File: config.mk
export PLATFORM = sky130hd
export DESIGN_NAME = ptw_mem_ctrl
export DESIGN_NICKNAME = d
export VERILOG_FILES = /design/src/rtl/mmu_pkg.sv /design/src/rtl/ptw_mem_timeout.sv /design/src/rtl/ptw_mem_ctrl.sv
export SDC_FILE = /design/constraint.sdc
export NUM_CORES = 1
export LEC_CHECK = 0
export BUFFER_PORTS_ARGS = -buffer_cell sky130_fd_sc_hd__buf_4
export CORE_UTILIZATION = 30
export DETAILED_ROUTE_END_ITERATION = 12
export GPL_TIMING_DRIVEN = 0
export HOLD_SLACK_MARGIN = 0.08
export SYNTH_ARGS = -nofsm -noshare
export SYNTH_HDL_FRONTEND = slang
export SYNTH_HIERARCHICAL = 1
export SYNTH_SLANG_ARGS = --single-unit
File: constraint.sdc
create_clock -name clk -period 9.3 [get_ports clk]
set_input_delay 0.93 -clock clk [delete_from_list [all_inputs] [get_ports clk]]
set_output_delay 0.93 -clock clk [all_outputs]
set_load 0.005 [all_outputs]
File: src/rtl/mmu_pkg.sv
// Shared MMU definitions: controller state encoding, PTE bit positions
// and the accessed/dirty mark request bundle.
package mmu_pkg;

  localparam int PTE_V = 0;
  localparam int PTE_A = 6;
  localparam int PTE_D = 7;

  typedef enum logic [2:0] {
    CTRL_IDLE     = 3'd0,
    CTRL_WALK_RD  = 3'd1,
    CTRL_MARK_RD  = 3'd2,
    CTRL_MARK_MOD = 3'd3,
    CTRL_MARK_WR  = 3'd4,
    CTRL_DONE     = 3'd5
  } ctrl_state_e;

  typedef struct packed {
    logic        accessed;
    logic        dirty;
    logic [63:0] addr;
  } pte_mark_req_t;

  // Setting D implies A, so dirty feeds both bits.
  function automatic logic [63:0] pte_set_ad(input logic [63:0] pte,
                                             input logic        accessed,
                                             input logic        dirty);
    logic [63:0] res;
    res        = pte;
    res[PTE_A] = pte[PTE_A] | accessed | dirty;
    res[PTE_D] = pte[PTE_D] | dirty;
    return res;
  endfunction

endpackage

File: src/rtl/ptw_mem_timeout.sv
// Saturating per-transaction watchdog; counts only while enabled and
// restarts from zero whenever cleared or idle.
module ptw_mem_timeout #(
  parameter int TIMEOUT = 1024
) (
  input  logic clk,
  input  logic reset,
  input  logic clear,
  input  logic enable,
  output logic expired
);

  localparam int            CW    = $clog2(TIMEOUT + 1);
  localparam logic [CW-1:0] LIMIT = CW'(TIMEOUT);

  logic [CW-1:0] count;

  // Dropping to zero while disabled keeps a saturated count from a previous
  // transaction from expiring the next one on its first cycle.
  always_ff @(posedge clk or posedge reset) begin
    if (reset) begin
      count <= '0;
    end else if (clear || !enable) begin
      count <= '0;
    end else if (count != LIMIT) begin
      count <= count + 1'b1;
    end
  end

  assign expired = (count == LIMIT);

endmodule

File: src/rtl/ptw_mem_ctrl.sv
// Memory port controller for the page-table walker: serialises PTE loads and
// atomic accessed/dirty read-modify-write marks onto one 64-bit port.
module ptw_mem_ctrl
  import mmu_pkg::*;
#(
  parameter int PA_WIDTH = 32,
  parameter int TIMEOUT  = 1024
) (
  input  logic                clk,
  input  logic                reset,
  input  logic                walk_req_valid,
  input  logic [PA_WIDTH-1:0] walk_req_addr,
  output logic                walk_rsp_valid,
  output logic [63:0]         walk_rsp_data,
  input  logic                mark_valid,
  input  logic                mark_accessed,
  input  logic                mark_dirty,
  input  logic [63:0]         mark_addr,
  output logic                mark_rsp_valid,
  output logic                mark_fault,
  output logic                mem_req_valid,
  output logic [PA_WIDTH-1:0] mem_req_addr,
  output logic                mem_req_store,
  output logic [63:0]         mem_req_data,
  input  logic                mem_rsp_valid,
  input  logic [63:0]         mem_rsp_data,
  output logic                timeout_err,
  output logic                busy,
  output logic [2:0]          ctrl_state
);

  localparam logic [2:0] IDLE     = CTRL_IDLE;
  localparam logic [2:0] WALK_RD  = CTRL_WALK_RD;
  localparam logic [2:0] MARK_RD  = CTRL_MARK_RD;
  localparam logic [2:0] MARK_MOD = CTRL_MARK_MOD;
  localparam logic [2:0] MARK_WR  = CTRL_MARK_WR;
  localparam logic [2:0] DONE     = CTRL_DONE;

  logic [2:0]          state_q, state_d;
  logic                walk_pend_q, walk_pend_d;
  logic [PA_WIDTH-1:0] walk_addr_q, walk_addr_d;
  logic                mark_pend_q, mark_pend_d;
  pte_mark_req_t       mark_req_q, mark_req_d;
  logic                cur_acc_q, cur_acc_d;
  logic                cur_dirty_q, cur_dirty_d;
  logic [63:0]         pte_new_q, pte_new_d;
  logic                store_needed_q, store_needed_d;

  logic                req_valid_d, req_store_d;
  logic [PA_WIDTH-1:0] req_addr_d;
  logic [63:0]         req_data_d;
  logic                walk_rsp_valid_d, mark_rsp_valid_d, mark_fault_d;
  logic [63:0]         walk_rsp_data_d;
  logic                timeout_d, busy_d;

  logic                waiting, expired;
  logic [63:0]         rsp_marked;

  function automatic logic [PA_WIDTH-1:0] align8(input logic [PA_WIDTH-1:0] a);
    return {a[PA_WIDTH-1:3], 3'b000};
  endfunction

  assign waiting    = (state_q == WALK_RD) || (state_q == MARK_RD) || (state_q == MARK_WR);
  assign rsp_marked = pte_set_ad(mem_rsp_data, cur_acc_q, cur_dirty_q);

  ptw_mem_timeout #(.TIMEOUT(TIMEOUT)) u_timeout (
    .clk     (clk),
    .reset   (reset),
    .clear   (mem_req_valid),
    .enable  (waiting),
    .expired (expired)
  );

  // The modified PTE and the store decision are formed as the read data
  // arrives, so a no-store mark answers one cycle after the read response.
  always_comb begin
    state_d          = state_q;
    walk_pend_d      = walk_pend_q;
    walk_addr_d      = walk_addr_q;
    mark_pend_d      = mark_pend_q;
    mark_req_d       = mark_req_q;
    cur_acc_d        = cur_acc_q;
    cur_dirty_d      = cur_dirty_q;
    pte_new_d        = pte_new_q;
    store_needed_d   = store_needed_q;
    req_valid_d      = 1'b0;
    req_addr_d       = mem_req_addr;
    req_store_d      = mem_req_store;
    req_data_d       = mem_req_data;
    walk_rsp_valid_d = 1'b0;
    walk_rsp_data_d  = walk_rsp_data;
    mark_rsp_valid_d = 1'b0;
    mark_fault_d     = 1'b0;
    timeout_d        = timeout_err;

    if (walk_req_valid) begin
      walk_pend_d = 1'b1;
      walk_addr_d = walk_req_addr;
    end
    if (mark_valid) begin
      mark_pend_d = 1'b1;
      mark_req_d  = '{accessed: mark_accessed, dirty: mark_dirty, addr: mark_addr};
    end

    case (state_q)
      IDLE: begin
        if (mark_pend_d) begin
          mark_pend_d = 1'b0;
          cur_acc_d   = mark_req_d.accessed;
          cur_dirty_d = mark_req_d.dirty;
          state_d     = MARK_RD;
          req_valid_d = 1'b1;
          req_addr_d  = align8(mark_req_d.addr[PA_WIDTH-1:0]);
          req_store_d = 1'b0;
          req_data_d  = '0;
        end else if (walk_pend_d) begin
          walk_pend_d = 1'b0;
          state_d     = WALK_RD;
          req_valid_d = 1'b1;
          req_addr_d  = align8(walk_addr_d);
          req_store_d = 1'b0;
          req_data_d  = '0;
        end
      end
      WALK_RD: begin
        if (mem_rsp_valid) begin
          walk_rsp_valid_d = 1'b1;
          walk_rsp_data_d  = mem_rsp_data;
          state_d          = IDLE;
        end else if (expired) begin
          timeout_d        = 1'b1;
          walk_rsp_valid_d = 1'b1;
          walk_rsp_data_d  = '0;
          state_d          = DONE;
        end
      end
      MARK_RD: begin
        if (mem_rsp_valid) begin
          pte_new_d = rsp_marked;
          state_d   = MARK_MOD;
          if (!mem_rsp_data[PTE_V]) begin
            mark_rsp_valid_d = 1'b1;
            mark_fault_d     = 1'b1;
            store_needed_d   = 1'b0;
          end else if (rsp_marked == mem_rsp_data) begin
            mark_rsp_valid_d = 1'b1;
            store_needed_d   = 1'b0;
          end else begin
            store_needed_d   = 1'b1;
          end
        end else if (expired) begin
          timeout_d        = 1'b1;
          mark_rsp_valid_d = 1'b1;
          mark_fault_d     = 1'b1;
          state_d          = DONE;
        end
      end
      MARK_MOD: begin
        if (store_needed_q) begin
          state_d     = MARK_WR;
          req_valid_d = 1'b1;
          req_store_d = 1'b1;
          req_data_d  = pte_new_q;
        end else begin
          state_d = DONE;
        end
      end
      MARK_WR: begin
        if (mem_rsp_valid) begin
          mark_rsp_valid_d = 1'b1;
          state_d          = DONE;
        end else if (expired) begin
          timeout_d        = 1'b1;
          mark_rsp_valid_d = 1'b1;
          mark_fault_d     = 1'b1;
          state_d          = DONE;
        end
      end
      DONE:    state_d = IDLE;
      default: state_d = IDLE;
    endcase

    busy_d = (state_d != IDLE) || walk_pend_d || mark_pend_d;
  end

  always_ff @(posedge clk or posedge reset) begin
    if (reset) begin
      state_q        <= IDLE;
      walk_pend_q    <= 1'b0;
      walk_addr_q    <= '0;
      mark_pend_q    <= 1'b0;
      mark_req_q     <= '0;
      cur_acc_q      <= 1'b0;
      cur_dirty_q    <= 1'b0;
      pte_new_q      <= '0;
      store_needed_q <= 1'b0;
      mem_req_valid  <= 1'b0;
      mem_req_addr   <= '0;
      mem_req_store  <= 1'b0;
      mem_req_data   <= '0;
      walk_rsp_valid <= 1'b0;
      walk_rsp_data  <= '0;
      mark_rsp_valid <= 1'b0;
      mark_fault     <= 1'b0;
      timeout_err    <= 1'b0;
      busy           <= 1'b0;
    end else begin
      state_q        <= state_d;
      walk_pend_q    <= walk_pend_d;
      walk_addr_q    <= walk_addr_d;
      mark_pend_q    <= mark_pend_d;
      mark_req_q     <= mark_req_d;
      cur_acc_q      <= cur_acc_d;
      cur_dirty_q    <= cur_dirty_d;
      pte_new_q      <= pte_new_d;
      store_needed_q <= store_needed_d;
      mem_req_valid  <= req_valid_d;
      mem_req_addr   <= req_addr_d;
      mem_req_store  <= req_store_d;
      mem_req_data   <= req_data_d;
      walk_rsp_valid <= walk_rsp_valid_d;
      walk_rsp_data  <= walk_rsp_data_d;
      mark_rsp_valid <= mark_rsp_valid_d;
      mark_fault     <= mark_fault_d;
      timeout_err    <= timeout_d;
      busy           <= busy_d;
    end
  end

  assign ctrl_state = state_q;

endmodule

Yosys cells after proc, flatten, opt, wreduce, memory -nomap -nowiden
Cells that the tools add are included.
W data, S select, Z words.
{"block": "classes", "add_sub_neg": 1, "mul": 0, "div_mod_pow": 0, "n_lt_le_gt_ge": 0, "n_eq_ne": 9, "shift": 0, "muxes": 46, "bitwise": 4, "n_reduce_logical": 19}
{"cell": "$mux W64", "n": 5}
{"cell": "$pmux W64 S2", "n": 1}
{"cell": "$mux W32", "n": 3}
{"cell": "$mux W66", "n": 1}
{"cell": "$mux W1", "n": 23}
{"cell": "$mux W11", "n": 2}
{"cell": "$mux W3", "n": 6}
{"cell": "$pmux W3 S5", "n": 1}
{"cell": "$add A11 B1 Y11 const B", "n": 1}
{"cell": "$eq A11 B11 Y1 const B", "n": 1}
{"cell": "$ne A11 B11 Y1 const B", "n": 1}
{"cell": "$pmux W1 S2", "n": 4}
{"cell": "$reduce_and A2 Y1", "n": 4}
{"cell": "$reduce_bool A2 Y1", "n": 4}
{"cell": "$eq A3 B2 Y1 const B", "n": 2}
{"cell": "$reduce_and A3 Y1", "n": 2}
{"cell": "$logic_or A1 B1 Y1", "n": 5}
{"cell": "$eq A3 B1 Y1 const B", "n": 1}
{"cell": "$eq A3 B3 Y1 const B", "n": 1}
{"cell": "$logic_not A3 Y1", "n": 1}
{"cell": "$ne A3 B2 Y1 const B", "n": 1}
{"cell": "$or A1 B1 Y1", "n": 3}
{"cell": "$reduce_bool A3 Y1", "n": 1}
{"cell": "$reduce_or A3 Y1", "n": 1}
{"cell": "4 further kinds", "n": 4}
{"block": "word_totals", "reg_bits": 348, "latchBits": 0, "ram_bits": 0, "mem_bits_ro": 0, "inputBits": 167, "out_inout_bits": 170, "wordCells": 103, "n_memories": 0}

Logic depth before layout (Yosys ltp)
Gate-level depths: netlist of the first run.
{"block": "logic_depth", "depth_word": 7, "ltp_mapped": 9, "depth_no_buf": 7}

Modules after synthesis
The synthesis of the first run kept the hierarchy.
{"module": "ptw_mem_ctrl", "instances": 1, "cells_each": 860, "area_per_inst_um2": 11848.9, "seq_area_each_um2": 7407.1}
{"module": "ptw_mem_timeout", "instances": 1, "cells_each": 63, "area_per_inst_um2": 599.3, "seq_area_each_um2": 275.3}

Worst setup path before layout of the first run
OpenSTA, ideal clock, no wires.
{"block": "synth_path", "kind": "input -> register", "start": "input port mark_valid", "end": "register mem_req_addr[31]", "setup_time_ns": 0.127, "arrival_time_ns": 2.230, "required_time_ns": 9.173, "setup_slack_ns": 6.943, "cell_stages": 5, "n_path_buf": 2, "path_cell_list": "buf_2 -> nor2_4 -> clkbuf_1 -> mux2_2 -> mux2_1"}
{"block": "synth_via", "elab_chain_len": 3, "elab_cells_between_ends": 5, "cone_classes": "mux: 3; reduce/logical: 2"}
{"item": "start, declared", "line_no": "ptw_mem_ctrl.sv:15", "source": "input logic mark_valid,"}
{"item": "$mux W1", "line_no": "ptw_mem_ctrl.sv:100", "source": "if (mark_valid) begin"}
{"item": "$reduce_bool A2 Y1 (no line)"}
{"item": "$reduce_and A2 Y1 (no line)"}
{"item": "end signal, assigned", "line_no": "ptw_mem_ctrl.sv:218", "source": "mem_req_addr <= req_addr_d;"}
{"item": "end, declared", "line_no": "ptw_mem_ctrl.sv:22", "source": "output logic [PA_WIDTH-1:0] mem_req_addr,"}
Several ways; a longest one is shown, not always the timed one.
A chain may end at the register's enable or synchronous reset.

Worst setup path in the final report of the first run
{"block": "layout_path", "start": "register u_timeout.count[6]", "end": "register walk_rsp_data[12]"}
{"block": "layout_via", "elab_chain_len": 3}
{"item": "start, declared", "line_no": "ptw_mem_timeout.sv:16", "source": "logic [CW-1:0] count;"}
{"item": "start signal, assigned", "line_no": "ptw_mem_timeout.sv:26", "source": "count <= count + 1'b1;"}
{"item": "$eq A11 B11 Y1", "line_no": "ptw_mem_timeout.sv:30", "source": "assign expired = (count == LIMIT);"}
{"item": "net expired", "line_no": "ptw_mem_ctrl.sv:56", "source": "logic waiting, expired;"}
{"item": "$reduce_bool A2 Y1 (no line)"}
{"item": "$reduce_and A2 Y1 (no line)"}
{"item": "end signal, assigned", "line_no": "ptw_mem_ctrl.sv:222", "source": "walk_rsp_data <= walk_rsp_data_d;"}
{"item": "end, declared", "line_no": "ptw_mem_ctrl.sv:14", "source": "output logic [63:0] walk_rsp_data,"}
The timed path passes the listed nets, and every way through them passes these cells.

==> results of run 1 <==
## sequential cells by signal, indices dropped and copies added, names as in the netlist, 3 cells and up
name and count:
mem_req_data 64, pte_new_q 64, walk_rsp_data 64, mark_req_q 31, mem_req_addr 29, walk_addr_q 29
u_timeout/count 11, ctrl_state 3
## Yosys cell counts, types with 3 or more instances
cell type | number | area share (%)
sky130_fd_sc_hd__a21oi_1 | 13 | 0.52
sky130_fd_sc_hd__o21ai_1 | 15 | 0.60
sky130_fd_sc_hd__nor2b_1 | 6 | 0.30
sky130_fd_sc_hd__inv_1 | 10 | 0.30
sky130_fd_sc_hd__buf_2 | 28 | 1.1
sky130_fd_sc_hd__mux2_4 | 47 | 5.7
sky130_fd_sc_hd__nand2_1 | 139 | 4.2
sky130_fd_sc_hd__o22ai_1 | 3 | 0.15
sky130_fd_sc_hd__a22o_1 | 64 | 4.5
sky130_fd_sc_hd__dfrtp_1 | 307 | 62
sky130_fd_sc_hd__mux2_2 | 107 | 9.7
sky130_fd_sc_hd__buf_4 | 6 | 0.36
sky130_fd_sc_hd__o31ai_1 | 4 | 0.24
sky130_fd_sc_hd__mux2_1 | 27 | 2.4
sky130_fd_sc_hd__nand3_2 | 3 | 0.24
sky130_fd_sc_hd__nor2_1 | 14 | 0.42
sky130_fd_sc_hd__or4_1 | 4 | 0.24
sky130_fd_sc_hd__clkbuf_1 | 8 | 0.24
sky130_fd_sc_hd__o21ai_0 | 56 | 2.3
sky130_fd_sc_hd__buf_6 | 19 | 1.7
## cells by family (layout without fill, tap and decap cells)
family,Yosys count,count (layout),synth area share (%)
other cells,1,3,0.0301
fa+ha+maj,2,2,0.201
xor+xnor,2,2,0.141
mux,183,183,18.0
compound gates,165,165,9.03
simple gates,190,190,6.95
flops,307,307,61.7
buf+inv,73,431,3.99
## metrics by stage
step,hold WS [ns],instances,cell area [µm²],worst slack [ns]
finish,0.441,1815,16600,7.01
global route,0.449,1815,16600,6.90
CTS,0.419,1815,16600,7.01
detailed placement,0.466,1753,15400,6.52
global placement,0.457,1751,15300,-3.55
floorplan,0.442,925,12500,0.194
## final cells by class
| cell class | count | area share [%] |
|---|---|---|
| clock inverters | 13 | 0.605 |
| clock buffers | 49 | 6.41 |
| well taps | 532 | 4.02 |
| multi-input cells | 545 | 25.8 |
| repair buffers | 296 | 13.7 |
| inverters | 10 | 0.272 |
| flip-flops and latches | 307 | 46.4 |
| plain buffers | 63 | 2.77 |
## worst max-delay path: stages, from the launching register on
cell and delay (ns):
sky130_fd_sc_hd__dfrtp_1 0.44, sky130_fd_sc_hd__nor4_1 0.34, sky130_fd_sc_hd__and4_1 0.23, sky130_fd_sc_hd__buf_2 0.16
sky130_fd_sc_hd__nor2_1 0.09, sky130_fd_sc_hd__or2_1 0.26, sky130_fd_sc_hd__clkbuf_1 0.32, sky130_fd_sc_hd__a22o_1 0.34
## layer usage
metal	wire, µm	GRT usage [%]	vias up
met5	0	0	-
met4	584	3.86	0
met3	2460	5.40	43
met2	16000	26.0	210
met1	15600	22.1	4327
li1	-	-	3889
## power by group through the flow
| stage | Sequential, W | Combinational [W] | Clock [W] |
|---|---|---|---|
| after floorplan | 0.00208 | 0.000919 | 0 |
| after global placement | 0.00210 | 0.00173 | 0 |
| after detailed placement | 0.00211 | 0.00176 | 0 |
| after CTS | 0.00210 | 0.00176 | 0.00145 |
| after global routing | 0.00216 | 0.00189 | 0.00150 |
| final | 0.00210 | 0.00172 | 0.00140 |
## worst max-delay path by stage
stage                             startpoint           endpoint  slack [ns]  cells past startpoint
after floorplan                        reset               busy        0.19                      1
after global placement                 reset      pte_new_q[41]       -3.55                      2
after detailed placement          mark_valid   mem_req_addr[31]        6.52                      5
after CTS                 u_timeout/count[6]  walk_rsp_data[12]        7.01                      7
after global routing      u_timeout/count[6]  walk_rsp_data[12]        6.90                      7
final                     u_timeout/count[6]  walk_rsp_data[12]        7.01                      7
## cell usage in the layout (no fill, tap or decap), types with 27 or more instances in the layout
| cell type | n |
|---|---|
| sky130_fd_sc_hd__clkbuf_16 | 37 |
| sky130_fd_sc_hd__a22o_1 | 64 |
| sky130_fd_sc_hd__mux2_4 | 47 |
| sky130_fd_sc_hd__dfrtp_1 | 307 |
| sky130_fd_sc_hd__mux2_2 | 107 |
| sky130_fd_sc_hd__buf_2 | 28 |
| sky130_fd_sc_hd__o21ai_0 | 56 |
| sky130_fd_sc_hd__mux2_1 | 27 |
| sky130_fd_sc_hd__nand2_1 | 139 |
| sky130_fd_sc_hd__buf_4 | 300 |
==> results by group, run 1 <==
Clock network
  – Clock tree root buffer cell: sky130_fd_sc_hd__clkbuf_16
  – CTS tree: done
  – Clock latency of the later-clocked register in the worst-skew pair: about 0.53 ns
  – Buffers inserted during post-CTS setup optimization: 0
  – CTS hold repair buffers: 0
  – Clock transition at the registers of the reported paths: 0.06 ns
  – Number of buffers on the longest clock path: 3
  – Clock H-tree levels: 2
  – Number of gates resized after CTS: 0
  – TritonCTS buffer count: 37
  – CTS sink count: 307

Floorplanning
  – Site row count: 74
  – Number of placed I/O pins: ~340
  – Die X-Extent: 206 µm
  – Core footprint: 0.0409 mm²
  – Height of the die: slightly above 200 µm
  – Total die area: 0.0423 mm²
  – Starting utilization of the core area: 30.4%

Setup path
  – Required time of the critical path: 9.71 ns
  – Startpoint kind of the worst setup timing path: register
  – R2r setup slk: 7.01 ns
  – Signal arrival time at the worst endpoint: approximately 2.7 ns
  – Kind of end point of the critical path: register
  – RR Startpoint: u_timeout/count[6]
  – Reg-to-reg endpoint: walk_rsp_data[12]
  – Worst R2R Path Depth: 7
  – Highest net fanout along the worst path: 10
  – Critical path type: register to register

Finish
  – Final Net Count: 1429
  – Utilization after layout: 40.4%
  – Register cell area after layout: around 0.0077 mm²
  – Number of fillers in the final layout: 3908
  – Fraction of layout instances using a drive strength above 1: 45.0%
  – Area added between synthesis and finish: 33.0%
  – Area occupied by multi-input gates: 0.00428 mm²
  – Ant. Diodes: 0

Power
  – Switching component of the power: approximately 0.0016 W
  – Internal Pwr Total: 0.00362 W
  – Worst vdd ir: between 0.15 and 0.2 mV
  – Share of power burned in the clock network: 26.7%
  – Total power of the final layout: 0.00522 W
  – Share of power burned in combinational logic: 33.0%
  – Proportion of power drawn by flip-flops and latches: approximately 40%
  – Power per Cell Area: 315 mW/mm²
  – Sw frac: a little under a third
  – Lkg Pwr: about 7.7 nW

Route
  – Post-detailed-routing wire length: 34.6 mm
  – First drt pass iteration count: 4
  – Average via count per standard cell: between 4 and 5
  – Average routed wire per standard cell: 19.1 µm
  – Post-route ant nets: 0
  – Drt initial violations: ~480
  – Number of DRC violations after detailed routing: 0
  – Total via count in the routed design: 8469

Timing
  – Number of max-slew violations in the final report: 0
  – Post-route fraction of the period consumed by the critical path: between 20% and 30%
  – Relative max-transition margin: 54.2%
  – Post-Route Skew: 0.0152 ns
  – Post-route minimum period: 2.29 ns
  – Maximum operating frequency: 437 MHz
  – Setup TNS: 0 ns
  – Setup repair after global routing missed its margin: false
  – # setup viols final: 0
  – Worst-margin pin slew: 0.687 ns
  – Final-report hold violation count: 0

Yosys
  – Mean post-synth cell area: 13.5 µm²
  – Post-synth EDFFs: 0
  – Total number of yosys warnings: 6
  – Syn Inst Count: 923
  – Sequential cell area fraction in the yosys report: between 60 and 70%
  – Most common flop cell mapped by yosys: sky130_fd_sc_hd__dfrtp_1
  – Yosys cell types: 52
  – Number of synthesized register bits: 307
  – Async set-reset flop share out of synthesis: 100%
  – Post-synthesis instance area: 0.0124 mm²

Job
  – Maximum Capacitance Violations: 0

GRT
  – Wire length of the first global-routing pass: 53.1 mm
  – Overall Global Routing Usage: 16.6%
  – Number of antenna violations at the first check in global routing: 1
  – Pin count of the biggest net entering global routing: 126
  – Congestion Overflow GR: 0
  – Via count of the first global-routing pass: 8828

Placed design
  – # port buffers: ~300
  – Final estimated routing congestion in global placement: about 0.8
  – HPWL after detailed placement: 24.0 mm

Run status
  – Result of the run: finished, final reports clean

Min path
  – Worst min-delay path class: input pin to asynchronous set/reset pin
No activity file was read; power rests on OpenSTA's default activity.
==> inputs of run 2 (changes only) <==
--- a/config.mk
+++ b/config.mk
@@ -5,6 +5,7 @@
 export SDC_FILE = /design/constraint.sdc
 export NUM_CORES = 1
 export LEC_CHECK = 0
+export ABC_AREA = 1
 export BUFFER_PORTS_ARGS = -buffer_cell sky130_fd_sc_hd__buf_4
 export CORE_UTILIZATION = 30
 export DETAILED_ROUTE_END_ITERATION = 12
==> constraint.sdc (replaced) <==
create_clock -name clk -period 2.1 [get_ports clk]
set_input_delay 0.21 -clock clk [delete_from_list [all_inputs] [get_ports clk]]
set_output_delay 0.21 -clock clk [all_outputs]
set_load 0.005 [all_outputs]
==> results by group, run 2 <==
Clock network
  – Number of buffers on the longest clock path: 3 (unchanged)
  – TritonCTS buffer count: 35 (-5.4%)
  – Clock latency of the later-clocked register in the worst-skew pair: 0.52 ns (about the same)
  – CTS tree: done
  – Clock H-tree levels: 2 (unchanged)
  – Clock tree root buffer cell: sky130_fd_sc_hd__clkbuf_16
  – Clock transition at the registers of the reported paths: 0.06 ns (about the same)
  – CTS sink count: 307 (unchanged)

Yosys
  – Syn Inst Count: 1380 (+50%)
  – Most used standard cell by instance count after synthesis: sky130_fd_sc_hd__nand2_1
  – Yosys cell types: 33 (-37%)
  – Portion of synthesized cell area occupied by the leading cell type: 61.9% (+0.19 points)
  – Async set-reset flop share out of synthesis: 100% (unchanged)
  – Number of synthesized register bits: 307 (unchanged)
  – Cell taking the most area after synthesis: sky130_fd_sc_hd__dfrtp_1
  – Sequential cell area fraction in the yosys report: 61.9% (+0.19 points)
  – Total number of yosys warnings: 6 (unchanged)
  – Post-synth EDFFs: 0 (unchanged)
  – Leading cell types by count after synthesis: sky130_fd_sc_hd__nand2_1 (395), sky130_fd_sc_hd__dfrtp_1 (307), sky130_fd_sc_hd__o21ai_0 (157), sky130_fd_sc_hd__inv_1 (140), sky130_fd_sc_hd__nand3_1 (94)
  – Mean post-synth cell area: 8.99 µm² (-33%)
  – Most common flop cell mapped by yosys: sky130_fd_sc_hd__dfrtp_1
  – Post-synthesis instance area: 0.0124 mm² (-0.31%)
  – Main area contributors after synthesis: sky130_fd_sc_hd__dfrtp_1 (62%), sky130_fd_sc_hd__nand2_1 (12%), sky130_fd_sc_hd__o21ai_0 (6.3%)

Setup path
  – Ordered list of cells on the worst path: nor2_2 -> nand3_1 -> nor4_4 -> buf_4 -> nor2_4 -> buf_4 -> clkbuf_2 -> o21ai_0 -> o21ai_1
  – Highest net fanout along the worst path: 10 (unchanged)
  – Startpoint kind of the worst setup timing path: register
  – Worst R2R Path Depth: 9 (+2)
  – Required time of the critical path: 2.48 ns (-7.23 ns)
  – Kind of end point of the critical path: register
  – Signal arrival time at the worst endpoint: 2.37 ns (-0.33 ns)
  – Critical path type: register to register
  – Dominant cell type by count on the critical path: sky130_fd_sc_hd__buf_4
  – Delay of the slowest cell on the worst path: 0.44 ns (about the same)
  – Highest-delay cell along the critical path: sky130_fd_sc_hd__dfrtp_1

Power
  – Internal Pwr Total: 0.0144 W (+300%)
  – Switching component of the power: 0.00725 W (+350%)
  – Power per Cell Area: 1200 mW/mm² (+280%)
  – Share of power burned in the clock network: 28.6% (+1.9 points)
  – Worst vdd ir: 0.626 mV (+280%)
  – Lkg Pwr: 9.18 nW (+19%)
  – Sw frac: 33.5% (+2.8 points)
  – Proportion of power drawn by flip-flops and latches: 40.3% (about the same)
  – Share of power burned in combinational logic: 31.2% (-1.8 points)

Finish
  – Fraction of layout instances using a drive strength above 1: 23.2% (-22 points)
  – Utilization after layout: 44.0% (+3.6 points)
  – Largest registers: mem_req_data (64), pte_new_q (64), walk_rsp_data (64)
  – Final Net Count: 2019 (+41%)
  – Register cell area after layout: 0.00769 mm² (about the same)
  – Leading cell type in the layout, fill and taps excluded: sky130_fd_sc_hd__nand2_1
  – Ant. Diodes: 0 (unchanged)
  – Area added between synthesis and finish: 44.8%
  – Cell area after layout: 0.0180 mm² (+8.5%)
  – Number of fillers in the final layout: 3940 (+0.82%)
  – Area occupied by multi-input gates: 0.00379 mm² (-11%)
  – Commonest non-fill, non-tap cells in the layout: sky130_fd_sc_hd__nand2_1 (393), sky130_fd_sc_hd__buf_4 (308), sky130_fd_sc_hd__dfrtp_1 (304), sky130_fd_sc_hd__o21ai_0 (149), sky130_fd_sc_hd__inv_1 (138)

Route
  – Number of DRC violations after detailed routing: 0 (unchanged)
  – Post-route ant nets: 0 (unchanged)
  – Drt initial violations: 642 (+35%)
  – Average routed wire per standard cell: 16.3 µm (-14%)
  – Average via count per standard cell: 4.57 (-2.1%)
  – First drt pass iteration count: 5 (+1)
  – Total via count in the routed design: 11.0k (+30%)
  – Post-detailed-routing wire length: 39.3 mm (+13%)

Min path
  – Worst min-delay path class: input pin to register
  – Cell depth of the worst hold path: 5

GRT
  – Via count of the first global-routing pass: 11.1k (+26%)
  – Overall Global Routing Usage: 18.6% (+2.0 points)
  – Wire length of the first global-routing pass: 61.0 mm (+15%)
  – Number of antenna violations at the first check in global routing: 0 (-1)
  – Congestion Overflow GR: 0 (unchanged)
  – Pin count of the biggest net entering global routing: 43 (-66%)

Timing
  – # setup viols final: 0 (unchanged)
  – Post-route minimum period: 1.99 ns (-0.294 ns)
  – Post-route fraction of the period consumed by the critical path: 94.9% (+70 points)
  – Final-report hold violation count: 0 (unchanged)
  – Relative max-transition margin: 59.8% (+5.6 points)
  – Setup TNS: 0 ns (unchanged)
  – Post-Route Skew: 0.0150 ns (-0.000121 ns)
  – Setup repair after global routing missed its margin: true
  – Number of max-slew violations in the final report: 0 (unchanged)
  – Maximum operating frequency: 502 MHz (+15%)
  – Worst-margin pin slew: 0.603 ns (-0.0835 ns)
  – Worst-case hold slack: 0.109 ns (-0.332 ns)

Run status
  – Result of the run: finished, final reports clean

Floorplanning
  – Starting utilization of the core area: 30.4% (about the same)
  – Number of placed I/O pins: 337 (unchanged)
  – Die X-Extent: 205 µm (-0.15%)
  – Total die area: 0.0422 mm² (-0.31%)
  – Height of the die: 205 µm (-0.15%)
  – Core footprint: 0.0408 mm² (-0.23%)
  – Site row count: 74 (unchanged)

Placed design
  – Post-Place Cell Area: 0.0154 mm² (+0.36%)
  – HPWL after detailed placement: 28.1 mm (+17%)
  – Final estimated routing congestion in global placement: 0.830 (+5.9%)
  – # port buffers: 293 (-0.34%)

Job
  – Maximum Capacitance Violations: 0 (unchanged)
run 2: worst paths after layout:
check / to / slack (ns) / startpoint
max: walk_rsp_data[33] / 0.11 / u_timeout/count[2]
max in group asynchronous: pte_new_q[21] / 0.36 / reset
min in group asynchronous: mem_req_addr[27] / 0.27 / reset
min: walk_addr_q[14] / 0.11 / walk_req_addr[14]
max reg2reg: walk_rsp_data[33] / 0.11 / u_timeout/count[2]
min reg2reg: mem_req_data[14] / 0.46 / pte_new_q[14]
run 2: worst max-delay path: cells and delay by family, from the launching register on:
kind,cells,cell delay [ns]
AO/OA/AOI/OAI,2,0.30
flip-flops,1,0.44
buffers and inverters,3,0.52
AND/OR/NAND/NOR,4,0.58
run 2: cells by family after synthesis:
family,after synthesis,synth area share [%]
AO/OA/AOI/OAI,266,11.1
buffers and inverters,231,7.84
other,1,0.0302
AND/OR/NAND/NOR,571,18.7
adder cells (fa/ha/maj),2,0.202
flip-flops,307,61.9
XOR/XNOR,2,0.141
run 2: layout make-up:
| cell class | instances | share of cell area [%] |
|---|---|---|
| plain buffers | 86 | 2.51 |
| clock inverters | 12 | 0.731 |
| well taps | 532 | 3.70 |
| repair inverters | 1 | 0.0279 |
| clock buffers | 50 | 5.81 |
| flip-flops and latches | 307 | 42.8 |
| repair buffers | 430 | 20.3 |
| inverters | 145 | 3.05 |
| multi-input cells | 844 | 21.1 |
run 2: metrics by stage:
stage               power (W)  setup slack [ns]  cells
floorplan              0.0119             -2.04   1382
detailed placement     0.0154            -0.576   2215
global placement       0.0152             -3.98   2207
finish                 0.0216             0.107   2407
global route           0.0231          -0.00830   2407
CTS                    0.0219            0.0117   2404
run 2: repair_timing:
action	in CTS	in global routing
gates resized for setup	9	22
hold buffers	126	0
setup endpoints to repair	76	100
hold endpoints to repair	234	0
pin swaps	2	1
cloned	0	1
setup buffers	1	2
run 2: power by group through the flow:
stage	combinational, W	clock, W	sequential [W]
floorplan	0.00323	0	0.00866
global placement	0.00639	0	0.00877
detailed placement	0.00656	0	0.00880
CTS	0.00678	0.00636	0.00872
global route	0.00759	0.00662	0.00891
finish	0.00674	0.00619	0.00871
run 2: metal layers:
layer	share of wire [%]	vias up	track usage, %
met5	0	-	0
met4	2.0	0	5.00
met3	6.1	54	4.61
met2	48	313	31.0
met1	44	5304	24.0
li1	-	5319	-
==> inputs of run 3 (changes only) <==
--- a/config.mk
+++ b/config.mk
@@ -8,9 +8,11 @@
 export ABC_AREA = 1
 export BUFFER_PORTS_ARGS = -buffer_cell sky130_fd_sc_hd__buf_4
 export CORE_UTILIZATION = 30
+export CTS_CLUSTER_SIZE = 24
 export DETAILED_ROUTE_END_ITERATION = 12
 export GPL_TIMING_DRIVEN = 0
 export HOLD_SLACK_MARGIN = 0.08
+export REMOVE_ABC_BUFFERS = 1
 export SYNTH_ARGS = -nofsm -noshare
 export SYNTH_HDL_FRONTEND = slang
 export SYNTH_HIERARCHICAL = 1
==> results by group, run 3 (synthesized netlist as in run 2, its figures left out) <==
Min path
  – Cell depth of the worst hold path: 3 (-2)
  – Worst min-delay path class: input pin to register
  – Hold Startpoint: mem_rsp_valid
  – End point of the worst hold path: walk_rsp_data[48]

Route
  – Average via count per standard cell: 4.60 (+0.71%)
  – Drt initial violations: 535 (-17%)
  – Total via count in the routed design: 10.7k (-2.3%)
  – Number of DRC violations after detailed routing: 0 (unchanged)
  – Post-route ant nets: 0 (unchanged)
  – Average routed wire per standard cell: 16.2 µm (-0.93%)
  – First drt pass iteration count: 5 (unchanged)
  – Post-detailed-routing wire length: 37.8 mm (-3.9%)

Floorplanning
  – Total die area: 0.0422 mm² (unchanged)
  – Site row count: 74 (unchanged)
  – Number of placed I/O pins: 337 (unchanged)
  – Starting utilization of the core area: 30.4% (unchanged)
  – Height of the die: 205 µm (unchanged)
  – Die X-Extent: 205 µm (unchanged)
  – Core footprint: 0.0408 mm² (unchanged)

Finish
  – Leading cell type in the layout, fill and taps excluded: sky130_fd_sc_hd__nand2_1
  – Ant. Diodes: 0 (unchanged)
  – Fraction of layout instances using a drive strength above 1: 22.7% (-0.47 points)
  – Utilization after layout: 43.4% (-0.59 points)
  – Number of fillers in the final layout: 3927 (-0.33%)
  – Largest registers: mem_req_data (64), pte_new_q (64), walk_rsp_data (64)
  – Final Net Count: 1947 (-3.6%)
  – Commonest non-fill, non-tap cells in the layout: sky130_fd_sc_hd__nand2_1 (391), sky130_fd_sc_hd__dfrtp_1 (305), sky130_fd_sc_hd__buf_4 (302), sky130_fd_sc_hd__o21ai_0 (157), sky130_fd_sc_hd__inv_1 (137)
  – Register cell area after layout: 0.00768 mm² (about the same)
  – Area occupied by multi-input gates: 0.00389 mm² (+2.6%)
  – Area added between synthesis and finish: 42.8%

Timing
  – Relative max-transition margin: 36.9% (-23 points)
  – # setup viols final: 0 (unchanged)
  – Post-route minimum period: 1.96 ns (-0.0298 ns)
  – Maximum operating frequency: 509 MHz (+1.5%)
  – Worst-margin pin slew: 0.941 ns (+0.338 ns)
  – Setup repair after global routing missed its margin: true
  – Final-report hold violation count: 0 (unchanged)
  – Worst-case hold slack: 0.124 ns (+0.0147 ns)
  – Number of max-slew violations in the final report: 0 (unchanged)
  – Setup TNS: 0 ns (unchanged)
  – Post-Route Skew: 0.0161 ns (+0.00102 ns)
  – Post-route fraction of the period consumed by the critical path: 93.5% (-1.4 points)

Setup path
  – Required time of the critical path: 2.49 ns (about the same)
  – Reg-to-reg endpoint: walk_rsp_data[4]
  – Startpoint kind of the worst setup timing path: register
  – Critical path type: register to register
  – Worst R2R Path Depth: 9 (unchanged)
  – Signal arrival time at the worst endpoint: 2.36 ns (about the same)
  – RR Startpoint: u_timeout/count[3]
  – Highest net fanout along the worst path: 8 (-2)
  – Kind of end point of the critical path: register
  – R2r setup slk: 0.14 ns (+0.03 ns)

Clock network
  – TritonCTS buffer count: 36 (+2.9%)
  – Clock latency of the later-clocked register in the worst-skew pair: 0.54 ns (+0.02 ns)
  – CTS sink count: 307 (unchanged)
  – Clock H-tree levels: 2 (unchanged)
  – Clock transition at the registers of the reported paths: 0.06 ns (about the same)
  – Number of buffers on the longest clock path: 3 (unchanged)
  – Clock tree root buffer cell: sky130_fd_sc_hd__clkbuf_16
  – CTS tree: done

Power
  – Sw frac: 33.9% (+0.44 points)
  – Share of power burned in combinational logic: 31.3% (about the same)
  – Switching component of the power: 0.00726 W (+0.21%)
  – Worst vdd ir: 0.700 mV (+12%)
  – Proportion of power drawn by flip-flops and latches: 40.5% (+0.2 points)
  – Lkg Pwr: 9.01 nW (-1.8%)
  – Share of power burned in the clock network: 28.2% (-0.4 points)
  – Power per Cell Area: 1210 mW/mm² (+0.25%)
  – Internal Pwr Total: 0.0141 W (-1.7%)
  – Total power of the final layout: 0.0214 W (-1.1%)

GRT
  – Number of antenna violations at the first check in global routing: 0 (unchanged)
  – Congestion Overflow GR: 0 (unchanged)
  – Overall Global Routing Usage: 17.7% (-0.91 points)
  – Wire length of the first global-routing pass: 58.8 mm (-3.6%)
  – Pin count of the biggest net entering global routing: 111 (+160%)
  – Via count of the first global-routing pass: 10.9k (-1.7%)

Run status
  – Result of the run: finished, final reports clean

Job
  – Maximum Capacitance Violations: 0 (unchanged)

Placed design
  – HPWL after detailed placement: 22.0 mm (-21%)
  – # port buffers: 295 (+0.68%)
  – Final estimated routing congestion in global placement: 0.796 (-4.0%)
## run 3: cell count changes in the layout (fill, tap and decap cells not counted), moves of 3 or more
| cell | change |
|---|---|
| sky130_fd_sc_hd__o21ai_0 | +8 |
| sky130_fd_sc_hd__nor2_4 | +5 |
| sky130_fd_sc_hd__clkbuf_2 | -3 |
| sky130_fd_sc_hd__o21ai_1 | -8 |
| sky130_fd_sc_hd__buf_1 | -3 |
| sky130_fd_sc_hd__buf_2 | -25 |
| sky130_fd_sc_hd__buf_6 | -3 |
| sky130_fd_sc_hd__buf_4 | -6 |
| sky130_fd_sc_hd__buf_16 | +4 |
| sky130_fd_sc_hd__nor2_1 | -3 |
| sky130_fd_sc_hd__inv_2 | -3 |
| sky130_fd_sc_hd__clkbuf_1 | -37 |
## run 3: power groups by stage
stage,sequential [W],clock (W),combinational (W)
2_1_floorplan,0.00866,0,0.00289
3_3_place_gp,0.00867,0,0.00601
3_5_place_dp,0.00872,0,0.00632
4_1_cts,0.00866,0.00623,0.00672
5_1_grt,0.00890,0.00643,0.00752
6_report,0.00868,0.00604,0.00669
## run 3: worst max-delay path, stage by stage (launching register included)
cell and delay, ns:
sky130_fd_sc_hd__dfrtp_1 0.44, sky130_fd_sc_hd__nor2_1 0.15, sky130_fd_sc_hd__nand3_1 0.13, sky130_fd_sc_hd__nor4_4 0.21, sky130_fd_sc_hd__buf_4 0.18, sky130_fd_sc_hd__nor2_4 0.06, sky130_fd_sc_hd__buf_12 0.14, sky130_fd_sc_hd__buf_4 0.17
sky130_fd_sc_hd__o21ai_0 0.20, sky130_fd_sc_hd__o21ai_0 0.14
## run 3: metal layers
metal / up-vias / GRT usage, % / part of all wire, %
li1: 5190 / - / -
met1: 5141 / 22.5 / 44
met2: 350 / 28.7 / 46
met3: 61 / 5.07 / 7.8
met4: 0 / 6.24 / 2.5
met5: - / 0 / 0
## run 3: area by class of cell
| type | count | share of cell area (%) |
|---|---|---|
| multi-input combinational | 849 | 21.9 |
| timing repair inverter | 1 | 0.0282 |
| clock inverter | 13 | 0.480 |
| tap | 532 | 3.76 |
| timing repair buffer | 438 | 21.3 |
| clock buffer | 51 | 5.97 |
| sequential | 307 | 43.4 |
| inverter | 145 | 3.20 |
## run 3: how the worst max path moves through the flow
stage | slack, ns | depth (start not counted) | endpoint | startpoint
finish | 0.14 | 9 | walk_rsp_data[4] | u_timeout/count[3]
global route | -0.02 | 9 | u_timeout/count[5] | ctrl_state[0]
CTS | 0.002 | 4 | walk_rsp_data[16] | ctrl_state[1]
detailed placement | -1.57 | 7 | busy | mark_valid
global placement | -9.94 | 2 | walk_rsp_data[31] | reset
floorplan | -6.29 | 1 | busy | reset
## run 3: metrics by stage
stage / cells / worst slack [ns] / instance area, µm²
after floorplan: 1296 / -6.29 / 12000
after global placement: 2123 / -9.94 / 14900
after detailed placement: 2133 / -1.57 / 15100
after CTS: 2329 / 0.00228 / 17600
after global routing: 2336 / -0.0190 / 17700
final: 2336 / 0.137 / 17700
## run 3: timing repair
item | CTS | global route
resized for setup | 16 | 3
pin swaps | 5 | 3
hold buffers | 125 | 0
hold endpoints to repair | 340 | 0
buffers inserted | 3 | 5
gates cloned | 4 | 2
endpoints found under the setup margin | 223 | 63
